`src/rtl/lfsr_random_generator_if.sv`:
```
// ============================================================================
// Module : lfsr_random_generator_if
// Brief  : Request/response bundle between a client and the LFSR generator.
// Rev    : 1.0  initial release
// ============================================================================
`default_nettype none

interface lfsr_random_generator_if #(
  parameter int WIDTH = 26
) ();

  logic [WIDTH-1:0] initialFill;
  logic             loadSeed;
  logic             generateNumber;
  logic [WIDTH-1:0] randomNumber;
  logic             numberValid;
  logic             busy;
  logic             periodWrap;

  modport master (
    output initialFill, loadSeed, generateNumber,
    input  randomNumber, numberValid, busy, periodWrap
  );

  modport slave (
    input  initialFill, loadSeed, generateNumber,
    output randomNumber, numberValid, busy, periodWrap
  );

endinterface

`default_nettype wire

```
`src/rtl/lfsr_random_generator.sv`:
```
// ============================================================================
// Module : lfsr_random_generator
// Brief  : Galois LFSR producing one number per request after STEPS shifts.
//          Optional macro LFSR_LOCKUP_GUARD_EN replaces an all-zero seed.
// Rev    : 1.0  initial release
// ============================================================================
`default_nettype none

module lfsr_random_generator #(
  parameter int               WIDTH        = 26,
  parameter logic [WIDTH-1:0] TAPS         = 26'h3880000,
  parameter int               STEPS        = 1,
  parameter logic [WIDTH-1:0] DEFAULT_SEED = 1
) (
  input  wire                      clock,
  input  wire                      resetN,
  lfsr_random_generator_if.slave   bus
);

  localparam logic [0:0] c_stateIdle  = 1'b0;
  localparam logic [0:0] c_stateShift = 1'b1;
  localparam logic [7:0] c_lastCount  = 8'(STEPS - 1);

  logic [0:0]       r_fsmState;
  logic [0:0]       w_fsmNext;
  logic [7:0]       r_counter;
  logic [WIDTH-1:0] r_lfsrState;
  logic [WIDTH-1:0] r_seed;
  logic [WIDTH-1:0] r_randomNumber;
  logic             r_numberValid;
  logic             r_periodWrap;
  logic             r_wrapSeen;

  logic             w_doLoad;
  logic             w_doStart;
  logic             w_doStep;
  logic             w_doFinish;
  logic             w_busy;
  logic [WIDTH-1:0] w_nextLfsr;
  logic [WIDTH-1:0] w_fillValue;
  logic             w_hitSeed;

  function automatic logic [WIDTH-1:0] lfsrStep(input logic [WIDTH-1:0] s);
    return (s >> 1) ^ (s[0] ? TAPS : '0);
  endfunction

  assign w_nextLfsr = lfsrStep(r_lfsrState);
  assign w_hitSeed  = (w_nextLfsr == r_seed);

`ifdef LFSR_LOCKUP_GUARD_EN
  // An all-zero state would never leave zero, so substitute the default seed.
  assign w_fillValue = (bus.initialFill == '0) ? DEFAULT_SEED : bus.initialFill;
`else
  assign w_fillValue = bus.initialFill;
`endif

  always_ff @(posedge clock or negedge resetN) begin
    if (!resetN) begin
      r_fsmState <= c_stateIdle;
    end else begin
      r_fsmState <= w_fsmNext;
    end
  end

  always_comb begin
    w_fsmNext = r_fsmState;
    case (r_fsmState)
      c_stateIdle: begin
        if (!bus.loadSeed && bus.generateNumber) begin
          w_fsmNext = c_stateShift;
        end
      end
      c_stateShift: begin
        if (bus.loadSeed || (r_counter == 8'd0)) begin
          w_fsmNext = c_stateIdle;
        end
      end
      default: w_fsmNext = c_stateIdle;
    endcase
  end

  // The first SHIFT cycle is not reported as busy, so STEPS=1 never shows busy.
  always_comb begin
    w_doLoad   = 1'b0;
    w_doStart  = 1'b0;
    w_doStep   = 1'b0;
    w_doFinish = 1'b0;
    w_busy     = 1'b0;
    case (r_fsmState)
      c_stateIdle: begin
        w_doLoad  = bus.loadSeed;
        w_doStart = !bus.loadSeed && bus.generateNumber;
      end
      c_stateShift: begin
        w_doLoad   = bus.loadSeed;
        w_doStep   = !bus.loadSeed;
        w_doFinish = !bus.loadSeed && (r_counter == 8'd0);
        w_busy     = (r_counter != c_lastCount);
      end
      default: begin
        w_doLoad = 1'b0;
      end
    endcase
  end

  always_ff @(posedge clock or negedge resetN) begin
    if (!resetN) begin
      r_lfsrState    <= DEFAULT_SEED;
      r_seed         <= DEFAULT_SEED;
      r_randomNumber <= DEFAULT_SEED;
      r_counter      <= 8'd0;
      r_numberValid  <= 1'b0;
      r_periodWrap   <= 1'b0;
      r_wrapSeen     <= 1'b0;
    end else begin
      r_numberValid <= 1'b0;
      r_periodWrap  <= 1'b0;
      if (w_doLoad) begin
        r_lfsrState <= w_fillValue;
        r_seed      <= w_fillValue;
        r_wrapSeen  <= 1'b0;
      end else if (w_doStart) begin
        r_counter  <= c_lastCount;
        r_wrapSeen <= 1'b0;
      end else if (w_doStep) begin
        r_lfsrState <= w_nextLfsr;
        r_counter   <= r_counter - 8'd1;
        r_wrapSeen  <= r_wrapSeen | w_hitSeed;
        if (w_doFinish) begin
          r_randomNumber <= w_nextLfsr;
          r_numberValid  <= 1'b1;
          r_periodWrap   <= r_wrapSeen | w_hitSeed;
        end
      end
    end
  end

  assign bus.randomNumber = r_randomNumber;
  assign bus.numberValid  = r_numberValid;
  assign bus.periodWrap   = r_periodWrap;
  assign bus.busy         = w_busy;

endmodule

`default_nettype wire

```
`src/flat_wrapper.sv`:
```
// flat-port wrapper written by rule: the top's interface ports become plain ports
module lfsr_random_generator_flat 
#(
  parameter int               WIDTH        = 26,
  parameter logic [WIDTH-1:0] TAPS         = 26'h3880000,
  parameter int               STEPS        = 1,
  parameter logic [WIDTH-1:0] DEFAULT_SEED = 1
)
  (clock, resetN, bus_initialFill, bus_loadSeed, bus_generateNumber, bus_randomNumber, bus_numberValid, bus_busy, bus_periodWrap);
  lfsr_random_generator_if #(.WIDTH(WIDTH)) bus_i ();
  input  wire clock;
  input  wire resetN;
  input wire logic [$bits(bus_i.initialFill)-1:0] bus_initialFill;
  input wire logic [$bits(bus_i.loadSeed)-1:0] bus_loadSeed;
  input wire logic [$bits(bus_i.generateNumber)-1:0] bus_generateNumber;
  output wire logic [$bits(bus_i.randomNumber)-1:0] bus_randomNumber;
  output wire logic [$bits(bus_i.numberValid)-1:0] bus_numberValid;
  output wire logic [$bits(bus_i.busy)-1:0] bus_busy;
  output wire logic [$bits(bus_i.periodWrap)-1:0] bus_periodWrap;
  assign bus_i.initialFill = bus_initialFill;
  assign bus_i.loadSeed = bus_loadSeed;
  assign bus_i.generateNumber = bus_generateNumber;
  assign bus_randomNumber = bus_i.randomNumber;
  assign bus_numberValid = bus_i.numberValid;
  assign bus_busy = bus_i.busy;
  assign bus_periodWrap = bus_i.periodWrap;
  lfsr_random_generator #(.WIDTH(WIDTH), .TAPS(TAPS), .STEPS(STEPS), .DEFAULT_SEED(DEFAULT_SEED)) u_core (.clock(clock), .resetN(resetN), .bus(bus_i));
endmodule
```
`config.mk`:
```
export PLATFORM = sky130hd
export DESIGN_NAME = lfsr_random_generator_flat
export DESIGN_NICKNAME = d
export VERILOG_FILES = /design/src/rtl/lfsr_random_generator_if.sv /design/src/rtl/lfsr_random_generator.sv /design/src/flat_wrapper.sv
export SDC_FILE = /design/constraint.sdc
export NUM_CORES = 1
export LEC_CHECK = 0
export ABC_AREA = 1
export BUFFER_PORTS_ARGS = -buffer_cell sky130_fd_sc_hd__buf_2
export CAP_MARGIN = 20
export CORE_MARGIN = 2
export CORE_UTILIZATION = 25
export DETAILED_ROUTE_END_ITERATION = 8
export PLACE_DENSITY = 0.5
export SYNTH_ARGS = -nofsm -noshare
export SYNTH_HDL_FRONTEND = slang
export SYNTH_SLANG_ARGS = --single-unit
```
`constraint.sdc`:
```
create_clock -name clock -period 1.7 [get_ports clock]
set_input_delay 0.085 -clock clock [delete_from_list [all_inputs] [get_ports clock]]
set_output_delay 0.085 -clock clock [all_outputs]
set_load 0.02 [all_outputs]
```
* Yosys cells after proc, flatten, opt, wreduce, memory -nomap -nowiden
Index checks and enable logic that the tools add are counted.
Word-level totals: input bits 30, register bits after elaboration 90, output and inout port bits 29, word-level logic and storage cells 52
Operators by class: add/subtract/negate cells 1, muxes and demuxes 24, bitwise gates (word level) 5, equality and inequality tests 2, reduce and logical (&&, ||, !) cells 12
Operators by type and width (count):
- two-way mux 26 bit | 4
- equality test 26 bit | 1
- bitwise XOR 25 x 26 -> 26 bit | 1
- two-way mux 1 bit | 17
- two-way mux 8 bit | 2
- logical NOT 8 bit | 1
- nonzero test 8 bit | 1
- subtractor 8 x 1 -> 8 bit, second input constant | 1
- AND reduction 2 bit | 2
- AND reduction 4 bit | 1
- nonzero test 2 bit | 2
- NOT 1 bit | 3
- nonzero test 3 bit | 1
- logical AND 1 bit | 2
- != test 2 bit, second input constant | 1
- case mux 1 bit (2 select lines) | 1
- logical NOT 1 bit | 1
- logical OR 1 bit | 1
- bitwise OR 1 bit | 1

* Longest topological paths before layout
word-level depth 8, gate-level depth with buffers 11, gate-level depth less buffers 11

* Worst setup path after synthesis
No wires, ideal clock.
path type register -> register, from register u_core.r_counter[0], to register u_core.r_randomNumber[22] (netlist: u_core.bus.randomNumber[22]), arrival 1435 ps, period minus slack after synthesis 1553 ps, data required time 1582 ps, cell stages (with the launch flop) 9, slack 147 ps, buffers on the path 1, setup time 118 ps, cell sequence dfrtp_1 inv_1 ha_1 inv_1 nor4_4 nand2_4 buf_6 nand2_1 o21ai_2
On the way: longest elaborated chain between the ends 4
RTL lines:
- from (decl) | RTL line lfsr_random_generator.sv:26 | logic [7:0] r_counter;
- from (signal assigned) | RTL line lfsr_random_generator.sv:123 | r_counter <= c_lastCount;
- from (signal assigned) | RTL line lfsr_random_generator.sv:127 | r_counter <= r_counter - 8'd1;
- logical NOT 8 bit | RTL line lfsr_random_generator.sv:97 | w_doFinish = !bus.loadSeed && (r_counter == 8'd0);
- logical AND 1 bit | RTL line lfsr_random_generator.sv:97
- two-way mux 1 bit | RTL line lfsr_random_generator.sv:89 | case (r_fsmState)
- AND reduction 4 bit (no source line)
- to (signal assigned) | RTL line lfsr_random_generator.sv:130 | r_randomNumber <= w_nextLfsr;
- to (decl) | RTL line lfsr_random_generator.sv:29 | logic [WIDTH-1:0] r_randomNumber;
No other way between the ends. A chain may end at the register's enable or synchronous reset.

* Final worst setup path
from register u_core.r_counter[1], to output bus_busy
On the way: longest elaborated chain between the ends 2
RTL lines:
- nonzero test 8 bit | RTL line lfsr_random_generator.sv:98 | w_busy = (r_counter != c_lastCount);
- two-way mux 1 bit | RTL line lfsr_random_generator.sv:89
- to (decl) | RTL line flat_wrapper.sv:18 | output wire logic [$bits(bus_i.busy)-1:0] bus_busy;
No other way between the ends.

==> flow_results.xml <==
<?xml version="1.0" encoding="UTF-8"?>
<metrics>
  <group name="routing">
    <metric name="wl_met2" unit="mm">4.45</metric>
    <metric name="wl" unit="mm">9.50</metric>
    <metric name="top_layer_used" unit="">met4</metric>
    <metric name="wirelength_met1" unit="mm">4.57</metric>
    <metric name="routed-via-count" unit="">3085</metric>
    <metric name="wl_per_cell" unit="µm">13.0</metric>
    <metric name="antenna_viol_nets_final" unit="">0</metric>
    <metric name="detail_route.vias_per_cell" unit="">4.22</metric>
    <metric name="drc" unit="">0</metric>
    <metric name="routed-wl-met3" unit="µm">376</metric>
    <metric name="drt_pre_antenna_iters" unit="">4</metric>
    <metric name="drt-initial-drc-count" unit="">170</metric>
  </group>
  <group name="setup_path">
    <metric name="worst_r2r_endpoint" unit="">u_core.bus.periodWrap</metric>
    <metric name="crit_required" unit="ns">1.62</metric>
    <metric name="worst_setup_path_start_kind" unit="">flop</metric>
    <metric name="critical_path.top_delay_family" unit="">buffers and inverters</metric>
    <metric name="worst_r2r_path_depth" unit="">9</metric>
    <metric name="critical_path_buf_inv_count" unit="">4</metric>
    <metric name="endpoint_kind" unit="">primary output</metric>
    <metric name="reg2reg_from" unit="">u_core.r_lfsrState[0]</metric>
    <metric name="crit_path_frequent_cell" unit="">sky130_fd_sc_hd__inv_2</metric>
    <metric name="critical_path.cell_chain" unit="">inv_2, ha_4, inv_2, nor4_4, buf_4, nor2_2, buf_6</metric>
    <metric name="cp_slowest_stage_delay" unit="ns">0.38</metric>
    <metric name="regToRegSetupSlack" unit="ns">0.11</metric>
    <metric name="timing.critical_path.arrival" unit="ns">1.57</metric>
    <metric name="critical_path_peak_fanout" unit="">4</metric>
    <metric name="cpMaxStageDelayCell" unit="">sky130_fd_sc_hd__dfrtp_1</metric>
    <metric name="worstSetupPathType" unit="">reg -&gt; out</metric>
  </group>
  <group name="power">
    <metric name="p_leak" unit="nW">2.54</metric>
    <metric name="vdd.ir_drop.worst" unit="mV">0.542</metric>
    <metric name="totalPowerFinal" unit="mW">7.33</metric>
    <metric name="power_density" unit="nW/µm²">1430</metric>
  </group>
  <group name="flow_run">
    <metric name="cap_viol_max_count" unit="">0</metric>
  </group>
  <group name="placed_design">
    <metric name="placed_cells_incl_taps" unit="">692</metric>
    <metric name="dpl.hpwl" unit="mm">6.85</metric>
    <metric name="dp_slack" unit="ns">0.107</metric>
    <metric name="place.gp.congestion" unit="">0.738</metric>
    <metric name="io_buffers" unit="">58</metric>
  </group>
  <group name="sta">
    <metric name="setup_violation_total_in_the_final_timing_report" unit="">0</metric>
    <metric name="grt_setup_unrepaired" unit="">yes</metric>
    <metric name="fin_setup_tns" unit="ns">0</metric>
    <metric name="layout_worst_path_cycle_share" unit="">0.971</metric>
    <metric name="max_clock_freq" unit="MHz">606</metric>
    <metric name="tightest_slew" unit="ns">0.420</metric>
    <metric name="hold_viol_final" unit="">0</metric>
    <metric name="worst_slack" unit="ns">0.0498</metric>
    <metric name="post-route-min-period" unit="ns">1.65</metric>
    <metric name="slew_viol_final" unit="">0</metric>
    <metric name="clock-skew-final" unit="ns">0.00596</metric>
    <metric name="slew-limit-headroom" unit="">0.719</metric>
  </group>
  <group name="die">
    <metric name="initial_cell_density_of_the_core" unit="">0.255</metric>
    <metric name="core.rowCount" unit="">46</metric>
    <metric name="coreArea" unit="µm²">15800</metric>
    <metric name="die_area" unit="µm²">17100</metric>
    <metric name="pin_count" unit="">59</metric>
    <metric name="die_height" unit="µm">131</metric>
    <metric name="die_x" unit="µm">131</metric>
  </group>
  <group name="grt">
    <metric name="grt_usage" unit="">0.119</metric>
    <metric name="vias_in_the_first_global_route" unit="">3137</metric>
    <metric name="overflow" unit="">0</metric>
    <metric name="global_route_wire_length_before_repair" unit="mm">15.8</metric>
    <metric name="antenna_found_initial" unit="">0</metric>
    <metric name="maximum_number_of_pins_on_one_net_before_global_route_repair" unit="">54</metric>
  </group>
  <group name="run_status">
    <metric name="outcome" unit="">finished clean</metric>
  </group>
  <group name="logic_synthesis">
    <metric name="yosys_most_used_dff" unit="">sky130_fd_sc_hd__dfrtp_1</metric>
    <metric name="postSynthRegisterBits" unit="">90</metric>
    <metric name="async_flop_share" unit="">1.00</metric>
    <metric name="postSynthAreaPerCell" unit="µm²">9.47</metric>
    <metric name="synthCells" unit="">424</metric>
    <metric name="count_of_flip_flops_with_a_built_in_enable_after_synthesis" unit="">0</metric>
    <metric name="netlist-cell-type-count" unit="">30</metric>
    <metric name="yosysWarnings" unit="">0</metric>
    <metric name="synth_sequential_area_ratio" unit="">0.562</metric>
    <metric name="mappedNetlistNets" unit="">456</metric>
    <metric name="post_synth_main_area_contributors" unit="">sky130_fd_sc_hd__dfrtp_1 (54%), sky130_fd_sc_hd__nand2_1 (12%), sky130_fd_sc_hd__o221ai_1 (5.0%)</metric>
    <metric name="synth_top_area_cell" unit="">sky130_fd_sc_hd__dfrtp_1</metric>
    <metric name="synth_area" unit="µm²">4020</metric>
    <metric name="netlist.area_leader.share" unit="">0.542</metric>
  </group>
  <group name="worst_hold_path">
    <metric name="whs_path_depth" unit="">3</metric>
    <metric name="min_path_type" unit="">in -&gt; reg</metric>
    <metric name="holdCritStartpoint" unit="">bus_initialFill[24]</metric>
    <metric name="hold_path_end" unit="">u_core.r_seed[24]</metric>
  </group>
  <group name="finish">
    <metric name="drive_above_1_share" unit="">0.249</metric>
    <metric name="final_net_count" unit="">543</metric>
    <metric name="layout_commonest_cell" unit="">sky130_fd_sc_hd__nand2_1</metric>
    <metric name="mostFrequentLayoutCells" unit="">sky130_fd_sc_hd__nand2_1 (128), sky130_fd_sc_hd__dfrtp_1 (87), sky130_fd_sc_hd__buf_2 (56)</metric>
    <metric name="area_growth_syn_to_layout" unit="%">27.5</metric>
    <metric name="diode_count" unit="">0</metric>
    <metric name="layoutNonFillerInstCount" unit="">731</metric>
  </group>
  <group name="clock_tree">
    <metric name="clockRootBuffer" unit="">sky130_fd_sc_hd__clkbuf_16</metric>
    <metric name="cts_made_buffers" unit="">9</metric>
    <metric name="clk_latency" unit="ns">0.34</metric>
    <metric name="clockBufferDepth" unit="">2</metric>
    <metric name="cts-htree-levels" unit="">3</metric>
    <metric name="cts_tree" unit="">built</metric>
    <metric name="cts_sinks" unit="">90</metric>
    <metric name="clk_pin_slew" unit="ns">0.06</metric>
  </group>
</metrics>
## where the power goes
part | switching, mW | internal (mW)
combinational | 1.44 | 0.938
clock | 0.789 | 1.14
sequential | 0.349 | 2.68
total | 2.57 | 4.76
## synth_stat cells (2+ instances only)
cell type                    n
sky130_fd_sc_hd__o21ai_2    16
sky130_fd_sc_hd__nand2_4     2
sky130_fd_sc_hd__nor2_1     15
sky130_fd_sc_hd__nand4_1     5
sky130_fd_sc_hd__inv_2       4
sky130_fd_sc_hd__clkinv_4    2
sky130_fd_sc_hd__nand2_2     2
sky130_fd_sc_hd__o21ai_1    11
sky130_fd_sc_hd__dfrtp_1    87
sky130_fd_sc_hd__a21oi_1     2
sky130_fd_sc_hd__o221ai_1   23
sky130_fd_sc_hd__o21ai_0    23
sky130_fd_sc_hd__buf_6       6
sky130_fd_sc_hd__clkbuf_1    7
sky130_fd_sc_hd__nand2_1   128
sky130_fd_sc_hd__xnor2_1     4
sky130_fd_sc_hd__xnor2_2     3
sky130_fd_sc_hd__buf_2       2
sky130_fd_sc_hd__xor2_1      7
sky130_fd_sc_hd__o211ai_1    4
sky130_fd_sc_hd__ha_1        2
sky130_fd_sc_hd__inv_1      51
sky130_fd_sc_hd__dfstp_2     3
sky130_fd_sc_hd__nand3_1     9
## routing by layer
layer | vias up | track usage
met5 | - | 0
li1 | 1558 | -
met1 | 1470 | 0.161
met2 | 50 | 0.188
met4 | 0 | 0.0451
met3 | 7 | 0.0240
## worst max-delay path by stage
| stage | startpoint | to | slack (ns) | cells after the start |
|---|---|---|---|---|
| floorplan | u_core.r_counter[0] | u_core.bus.randomNumber[22] | 0.15 | 8 |
| global placement | u_core.r_lfsrState[0] | u_core.bus.periodWrap | 0.11 | 9 |
| detailed placement | u_core.r_counter[1] | u_core.bus.randomNumber[11] | 0.11 | 8 |
| CTS | u_core.r_counter[4] | bus_busy | 0.004 | 6 |
| global route | u_core.r_counter[1] | bus_busy | -0.04 | 7 |
| finish | u_core.r_counter[1] | bus_busy | 0.05 | 7 |
## state kept, by name (all words and copies together), names as in the netlist
| signal | count |
|---|---|
| u_core.r_counter | 8 |
| u_core.bus.randomNumber | 26 |
| u_core.bus.periodWrap | 1 |
| u_core.r_lfsrState | 26 |
| u_core.r_fsmState | 1 |
| u_core.bus.numberValid | 1 |
| u_core.r_wrapSeen | 1 |
| u_core.r_seed | 26 |
## area by class of cell
type	count	area, µm²
Tap cell	216	270
Multi-Input combinational cell	261	1450
Timing Repair Buffer	92	627
Sequential cell	90	2260
Clock buffer	13	280
Clock inverter	2	10.0
Inverter	57	224
Fill cell	1681	10600
## cell families (layout without fill, tap and decap cells)
group,Yosys count,after routing,synth area share
AO/OA/AOI/OAI,80,80,0.139
AND/OR/NAND/NOR,165,165,0.173
buffers and inverters,73,164,0.0835
adder cells (fa/ha/maj),2,2,0.00623
flip-flops,90,90,0.562
XOR/XNOR,14,14,0.0361
## tightest hold or removal path: cells and delay by family
family                 cells  cell delay, ns
AO/OA/AOI/OAI              1            0.07
AND/OR/NAND/NOR            1            0.06
buffers and inverters      1            0.08
## what timing repair did
action | CTS | global route
hold buffers | 19 | 0
pin swaps | 1 | 2
resized for setup | 0 | 10
setup endpoints to repair | 1 | 20
buffers inserted | 3 | 2
endpoints found under the hold margin | 56 | 0
## stage by stage
stage / utilization / instance area [µm²] / hold slack, ns
final: 0.325 / 5120 / 0.00315
after global routing: 0.325 / 5120 / 0.0139
after CTS: 0.322 / 5070 / 0.000884
after detailed placement: 0.290 / 4570 / 0.0511
after global placement: 0.290 / 4570 / 0.0480
after floorplan: - / 4020 / -0.211
No activity file was read; power rests on OpenSTA's default activity.
